**src/rtl/axis_agent_pkg.sv**
```systemverilog
// Shared types and sizing helpers for the AXI4-Stream beat agent.
// The beat struct is sized for the default one-byte stream.
package axis_agent_pkg;

    localparam int DEF_W     = 8;
    localparam int DEF_DEPTH = 4;

    // Occupancy must represent 0..depth inclusive, hence the extra bit.
    function automatic int cnt_width(input int depth);
        return $clog2(depth) + 1;
    endfunction

    localparam int CNT_W = cnt_width(DEF_DEPTH);

    typedef struct packed {
        logic [DEF_W-1:0] data;
        logic             last;
    } beat_t;

endpackage

```
**src/rtl/axis_beat_fifo.sv**
```systemverilog
// Synchronous valid/ready FIFO with registered ready, valid and head beat.
// No bypass: a beat written into an empty FIFO shows up one cycle later.
module axis_beat_fifo
    import axis_agent_pkg::*;
#(
    parameter int W     = 8,
    parameter int DEPTH = 4
) (
    input  logic         clk_i,
    input  logic         rst_n_i,
    input  logic         in_valid_i,
    output logic         in_ready_o,
    input  logic [W-1:0] in_data_i,
    input  logic         in_last_i,
    output logic         out_valid_o,
    input  logic         out_ready_i,
    output logic [W-1:0] out_data_o,
    output logic         out_last_o
);

    localparam int AW = $clog2(DEPTH);
    localparam int CW = cnt_width(DEPTH);

    logic [W:0]    mem_q [DEPTH];
    logic [AW-1:0] wr_ptr_q, wr_ptr_d;
    logic [AW-1:0] rd_ptr_q, rd_ptr_d;
    logic [CW-1:0] cnt_q, cnt_d;
    logic          rdy_q, vld_q;
    logic [W:0]    head_q, head_d;
    logic          wr, rd;

    always_comb begin
        wr       = in_valid_i & rdy_q;
        rd       = out_ready_i & vld_q;
        wr_ptr_d = wr_ptr_q + AW'(wr);
        rd_ptr_d = rd_ptr_q + AW'(rd);
        cnt_d    = cnt_q + CW'(wr) - CW'(rd);
        head_d   = '0;
        // The new head may be the slot being written this very cycle.
        if (cnt_d != '0) begin
            if (wr && (rd_ptr_d == wr_ptr_q))
                head_d = {in_last_i, in_data_i};
            else
                head_d = mem_q[rd_ptr_d];
        end
    end

    always_ff @(posedge clk_i) begin
        if (wr)
            mem_q[wr_ptr_q] <= {in_last_i, in_data_i};
    end

    always_ff @(posedge clk_i) begin
        if (!rst_n_i) begin
            wr_ptr_q <= '0;
            rd_ptr_q <= '0;
            cnt_q    <= '0;
            rdy_q    <= 1'b0;
            vld_q    <= 1'b0;
            head_q   <= '0;
        end else begin
            wr_ptr_q <= wr_ptr_d;
            rd_ptr_q <= rd_ptr_d;
            cnt_q    <= cnt_d;
            rdy_q    <= (cnt_d != CW'(DEPTH));
            vld_q    <= (cnt_d != '0);
            head_q   <= head_d;
        end
    end

    assign in_ready_o  = rdy_q;
    assign out_valid_o = vld_q;
    assign out_data_o  = head_q[W-1:0];
    assign out_last_o  = head_q[W];

endmodule

```
**src/rtl/axis_beat_agent.sv**
```systemverilog
// AXI4-Stream beat agent: local push port -> TX FIFO -> AXIS master,
// AXIS slave -> RX FIFO -> local pop port.
module axis_beat_agent
    import axis_agent_pkg::*;
#(
    parameter int TDATA_BYTES = 1,
    parameter int DEPTH       = 4,
    localparam int W          = 8 * TDATA_BYTES
) (
    input  logic         aclk,
    input  logic         aresetn,
    input  logic         put_valid,
    output logic         put_ready,
    input  logic [W-1:0] put_data,
    input  logic         put_last,
    output logic         m_axis_tvalid,
    input  logic         m_axis_tready,
    output logic [W-1:0] m_axis_tdata,
    output logic         m_axis_tlast,
    input  logic         s_axis_tvalid,
    output logic         s_axis_tready,
    input  logic [W-1:0] s_axis_tdata,
    input  logic         s_axis_tlast,
    output logic         get_valid,
    input  logic         get_ready,
    output logic [W-1:0] get_data,
    output logic         get_last
);

    axis_beat_fifo #(.W(W), .DEPTH(DEPTH)) u_tx (
        .clk_i       (aclk),
        .rst_n_i     (aresetn),
        .in_valid_i  (put_valid),
        .in_ready_o  (put_ready),
        .in_data_i   (put_data),
        .in_last_i   (put_last),
        .out_valid_o (m_axis_tvalid),
        .out_ready_i (m_axis_tready),
        .out_data_o  (m_axis_tdata),
        .out_last_o  (m_axis_tlast)
    );

    axis_beat_fifo #(.W(W), .DEPTH(DEPTH)) u_rx (
        .clk_i       (aclk),
        .rst_n_i     (aresetn),
        .in_valid_i  (s_axis_tvalid),
        .in_ready_o  (s_axis_tready),
        .in_data_i   (s_axis_tdata),
        .in_last_i   (s_axis_tlast),
        .out_valid_o (get_valid),
        .out_ready_i (get_ready),
        .out_data_o  (get_data),
        .out_last_o  (get_last)
    );

endmodule

```
**config.mk**
```make
export PLATFORM = sky130hd
export DESIGN_NAME = axis_beat_agent
export DESIGN_NICKNAME = d
export VERILOG_FILES = /design/src/rtl/axis_agent_pkg.sv /design/src/rtl/axis_beat_fifo.sv /design/src/rtl/axis_beat_agent.sv
export SDC_FILE = /design/constraint.sdc
export NUM_CORES = 1
export LEC_CHECK = 0
export CAP_MARGIN = 20
export CELL_PAD_IN_SITES_DETAIL_PLACEMENT = 1
export CELL_PAD_IN_SITES_GLOBAL_PLACEMENT = 1
export CORE_UTILIZATION = 43
export CTS_CLUSTER_SIZE = 40
export DETAILED_ROUTE_END_ITERATION = 8
export PLACE_DENSITY_LB_ADDON = 0.05
export SYNTH_ARGS = -nofsm -noshare
export SYNTH_HDL_FRONTEND = slang
export SYNTH_SLANG_ARGS = --single-unit
```
**constraint.sdc**
```tcl
create_clock -name aclk -period 3 [get_ports aclk]
set_clock_uncertainty 0.2 [all_clocks]
set_input_delay 0.9 -clock aclk [delete_from_list [all_inputs] [get_ports aclk]]
set_output_delay 0.9 -clock aclk [all_outputs]
set_load 0.005 [all_outputs]
```
==> impl_metrics.tcl <==
set metrics [dict create \
    p_leak_nw 2.10 \
    clock-root-buffer "sky130_fd_sc_hd__clkbuf_8" \
    antennaDiodeCount 0 \
    timing.setup.tns_ns 0 \
    remaining_drc_errors 0 \
    startpoint_type "input pin" \
    critical-path-top-delay-family "adder cells" \
    whs_ns 0.473 \
    p_per_area_mw_per_mm2 856 \
    yosysWarningCount 0 \
    clk_pin_slew_ns 0.11 \
    placed_cell_area_mm2 0.00508 \
    synth_area_per_cell_um2 17.8 \
    crit_path_max_fanout 5 \
    io-pin-count 46 \
    path_class "in -> reg" \
    power.sequential.fraction_pct 41.4 \
    detailedRoute.firstIterationViolations 30 \
    fillCellCount 887 \
    wire_per_inst_um 17.0 \
    initial_antenna_violation_count 0 \
    irDropWorstVdd_mv 0.367 \
    area_enclosed_by_the_die_boundary_mm2 0.0102 \
    timing.critical_path.buf_inv 3 \
    total_power_w 0.00462 \
    critical_path_arrival_ns 3.00 \
    drt-vias-per-instance 4.85 \
    hold_class "reg -> reg" \
    synth_enable_flop_cells 72 \
    worstSkewPairLatency_ns 0.37 \
    crit_required_ns 3.07 \
    place_inst 434 \
    core.rowCount 35 \
    finalNonFillerCells 456 \
    pin_count_of_the_biggest_net_entering_global_routing 20 \
    syn_inst 237 \
    ant_nets 0 \
    core-area_mm2 0.00937 \
    transition_time_at_the_pin_with_the_least_slew_margin_ns 0.470 \
    power.share.combinational_pct 40.4 \
    synth_seq_cells 108 \
    floorplan.initialDensity_pct 44.9 \
    shortest_clock_period_the_worst_path_allows_after_layout_ns 2.93 \
    synthToLayoutAreaGrowth_pct 28.2 \
    setup_violations 0 \
    p_clk_share_pct 18.2 \
    ctsLongestPathBuffers 2 \
    clock_sink_count 108 \
    finalWirelength_mm 7.76 \
    place.gp.congestion 0.632 \
    die_h_um 101 \
    syn-cell-area_mm2 0.00421 \
    timing.max_cap.violations 0 \
    ys_seq_area_share_pct 68.5 \
    tritoncts_clock_tree "yes" \
    grt_first_pass_wirelength_mm 12.4 \
    ys_types 25 \
    rsz0062_at_grt "yes" \
    dr_total_vias 2211 \
    async_reset_ff_share_pct 0 \
    final-max-slew-violation-count 0 \
    cts-htree-levels 3 \
    period_utilization_post_route_pct 97.7 \
    gr-total-overflow 0 \
    clock.fmax_mhz 341 \
    run_status "finished clean" \
    globalRouteTotalUtil_pct 17.0 \
    crit_path_max_incr_delay_ns 0.35 \
    place.port_buffers 45 \
    ys.flop_type "sky130_fd_sc_hd__edfxtp_1" \
    critical_path.endpoint_type "flip-flop" \
    fin_nets 356 \
    dp_hpwl_mm 5.11 \
    netsw_w 0.00135 \
    cell_internal_pwr_w 0.00327 \
    syn_nets 271 \
    detailedRoute.firstPassIterationCount 4 \
    timing.final.hold_violations 0 \
    numCtsBuffers 9 \
    p_sw_share_pct 29.1 \
    number_of_global_route_vias_before_repair 2395 \
    critPathSlowestCell "sky130_fd_sc_hd__fa_2" \
    final_area_mm2 0.00540 \
    max_slew_margin_pct 68.6 \
    floorplan.die.width_um 101 \
    path_cells "dlygate4sd2_1, and2_4, ha_1, inv_1, ha_2, fa_2, xor2_2, xnor2_2, o31ai_4, bufbuf_16, nor2_1" \
    drive_gt1_share_pct 21.7 \
]
[power by group through the flow]
stage | Clock, W | Combinational [W] | Sequential, W
global route | 0.000924 | 0.00204 | 0.00194
floorplan | 0 | 0.000928 | 0.00194
finish | 0.000839 | 0.00187 | 0.00191
detailed placement | 0 | 0.00164 | 0.00194
global placement | 0 | 0.00160 | 0.00194
CTS | 0.000869 | 0.00191 | 0.00192
[worst register-to-register path: stages, from the launching register on]
cell and delay (ns):
sky130_fd_sc_hd__dfxtp_1 0.33, sky130_fd_sc_hd__and2_4 0.16, sky130_fd_sc_hd__ha_1 0.26, sky130_fd_sc_hd__inv_1 0.04
sky130_fd_sc_hd__ha_2 0.17, sky130_fd_sc_hd__fa_2 0.35, sky130_fd_sc_hd__xor2_2 0.17, sky130_fd_sc_hd__xnor2_2 0.17
sky130_fd_sc_hd__o31ai_4 0.23, sky130_fd_sc_hd__bufbuf_16 0.30, sky130_fd_sc_hd__nor2_1 0.04
[repair_timing]
item	in CTS	in global routing
pin swaps	10	5
hold buffers	0	0
endpoints found under the setup margin	21	19
gates cloned	2	0
gates resized for setup	13	0
buffers inserted	4	0
hold endpoints to repair	0	0
[sequential cells by signal, summed over array words and instances (netlist names), 2 cells and up]
register       flops
u_tx.head_q        9
u_tx.cnt_q         3
u_rx.mem_q        36
u_rx.rd_ptr_q      2
u_rx.head_q        9
u_tx.mem_q        36
u_tx.wr_ptr_q      2
u_rx.wr_ptr_q      2
u_rx.cnt_q         3
u_tx.rd_ptr_q      2
[stage by stage]
step / setup WS, ns / utilization, %
global route: -0.00414 / 57.6
detailed placement: -0.477 / 54.2
CTS: 0.00796 / 57.6
global placement: -0.474 / 54.2
finish: 0.0698 / 57.6
floorplan: 0.0392 / -
[synth_stat cells, types with 3 or more instances]
| library cell | number | area [um^2] |
|---|---|---|
| sky130_fd_sc_hd__and2_1 | 17 | 106 |
| sky130_fd_sc_hd__buf_6 | 4 | 45.0 |
| sky130_fd_sc_hd__dfxtp_1 | 36 | 721 |
| sky130_fd_sc_hd__edfxtp_1 | 72 | 2160 |
| sky130_fd_sc_hd__ha_1 | 8 | 100 |
| sky130_fd_sc_hd__inv_1 | 12 | 45.0 |
| sky130_fd_sc_hd__mux2i_1 | 18 | 180 |
| sky130_fd_sc_hd__mux4_1 | 12 | 315 |
| sky130_fd_sc_hd__mux4_2 | 6 | 135 |
| sky130_fd_sc_hd__nor2_1 | 20 | 75.1 |
| sky130_fd_sc_hd__nor3b_1 | 4 | 30.0 |
| sky130_fd_sc_hd__xnor2_1 | 5 | 43.8 |
| sky130_fd_sc_hd__xor2_1 | 3 | 26.3 |
[cells by family (layout without fill, tap and decap cells)]
group                    after synthesis  count (layout)  synth area share [%]
XOR/XNOR                              12              12                  3.51
AND/OR/NAND/NOR                       49              49                  6.21
multiplexers                          36              36                  15.0
buffers and inverters                 18             108                  2.35
adder cells (fa/ha/maj)               10              10                  3.33
AO/OA/AOI/OAI                          4               4                  1.16
flip-flops                           108             108                  68.5
[cell type report]
type,count,area (um^2),area share (%)
timing repair buffer,80,847,15.7
sequential,108,2880,53.4
clock inverter,6,53.8,0.997
inverter,12,45.0,0.834
multi-input combinational,111,1280,23.7
clock buffer,10,128,2.36
tap,129,161,2.99
[final timing paths]
check | slack, ns | from | cells past startpoint | end
worst max-delay path | 0.07 | get_ready | 11 | u_rx.head_q[0]$_SDFF_PN0_
worst min-delay path | 0.47 | u_rx.wr_ptr_q[1]$_SDFF_PN0_ | 2 | u_rx.wr_ptr_q[1]$_SDFF_PN0_
worst max register to register | 0.49 | u_rx.out_valid_o$_SDFF_PN0_ | 10 | u_rx.head_q[0]$_SDFF_PN0_
worst min register to register | 0.47 | u_rx.wr_ptr_q[1]$_SDFF_PN0_ | 2 | u_rx.wr_ptr_q[1]$_SDFF_PN0_
[cell usage in the layout, fill, tap and decap left out, drive strengths merged]
cell and n:
clkdlybuf4s50 43, nand3 2, o31ai 2, buf 34
a21boi 2, nor3b 4, mux2i 18, ha 8
nand2 2, mux4 18, edfxtp 72, bufbuf 1
dlygate4sd2 2, xor2 5, nor2 20, dfxtp 36
xnor2 5, and2 17, clkinvlp 1, and3 2
fa 2, inv 16, nor3 2, xnor3 2
clkbuf 10, clkinv 1
[per-layer routing]
layer	share of wire [%]	routed length (um)	vias to the layer above	global-route usage [%]
met2	53	4100	36	30.6
met4	1.3	102	0	6.69
met5	0	0	-	0
li1	-	-	1051	-
met3	2.5	197	8	3.40
met1	43	3360	1116	20.0
Power figures use the tool's default switching activity.
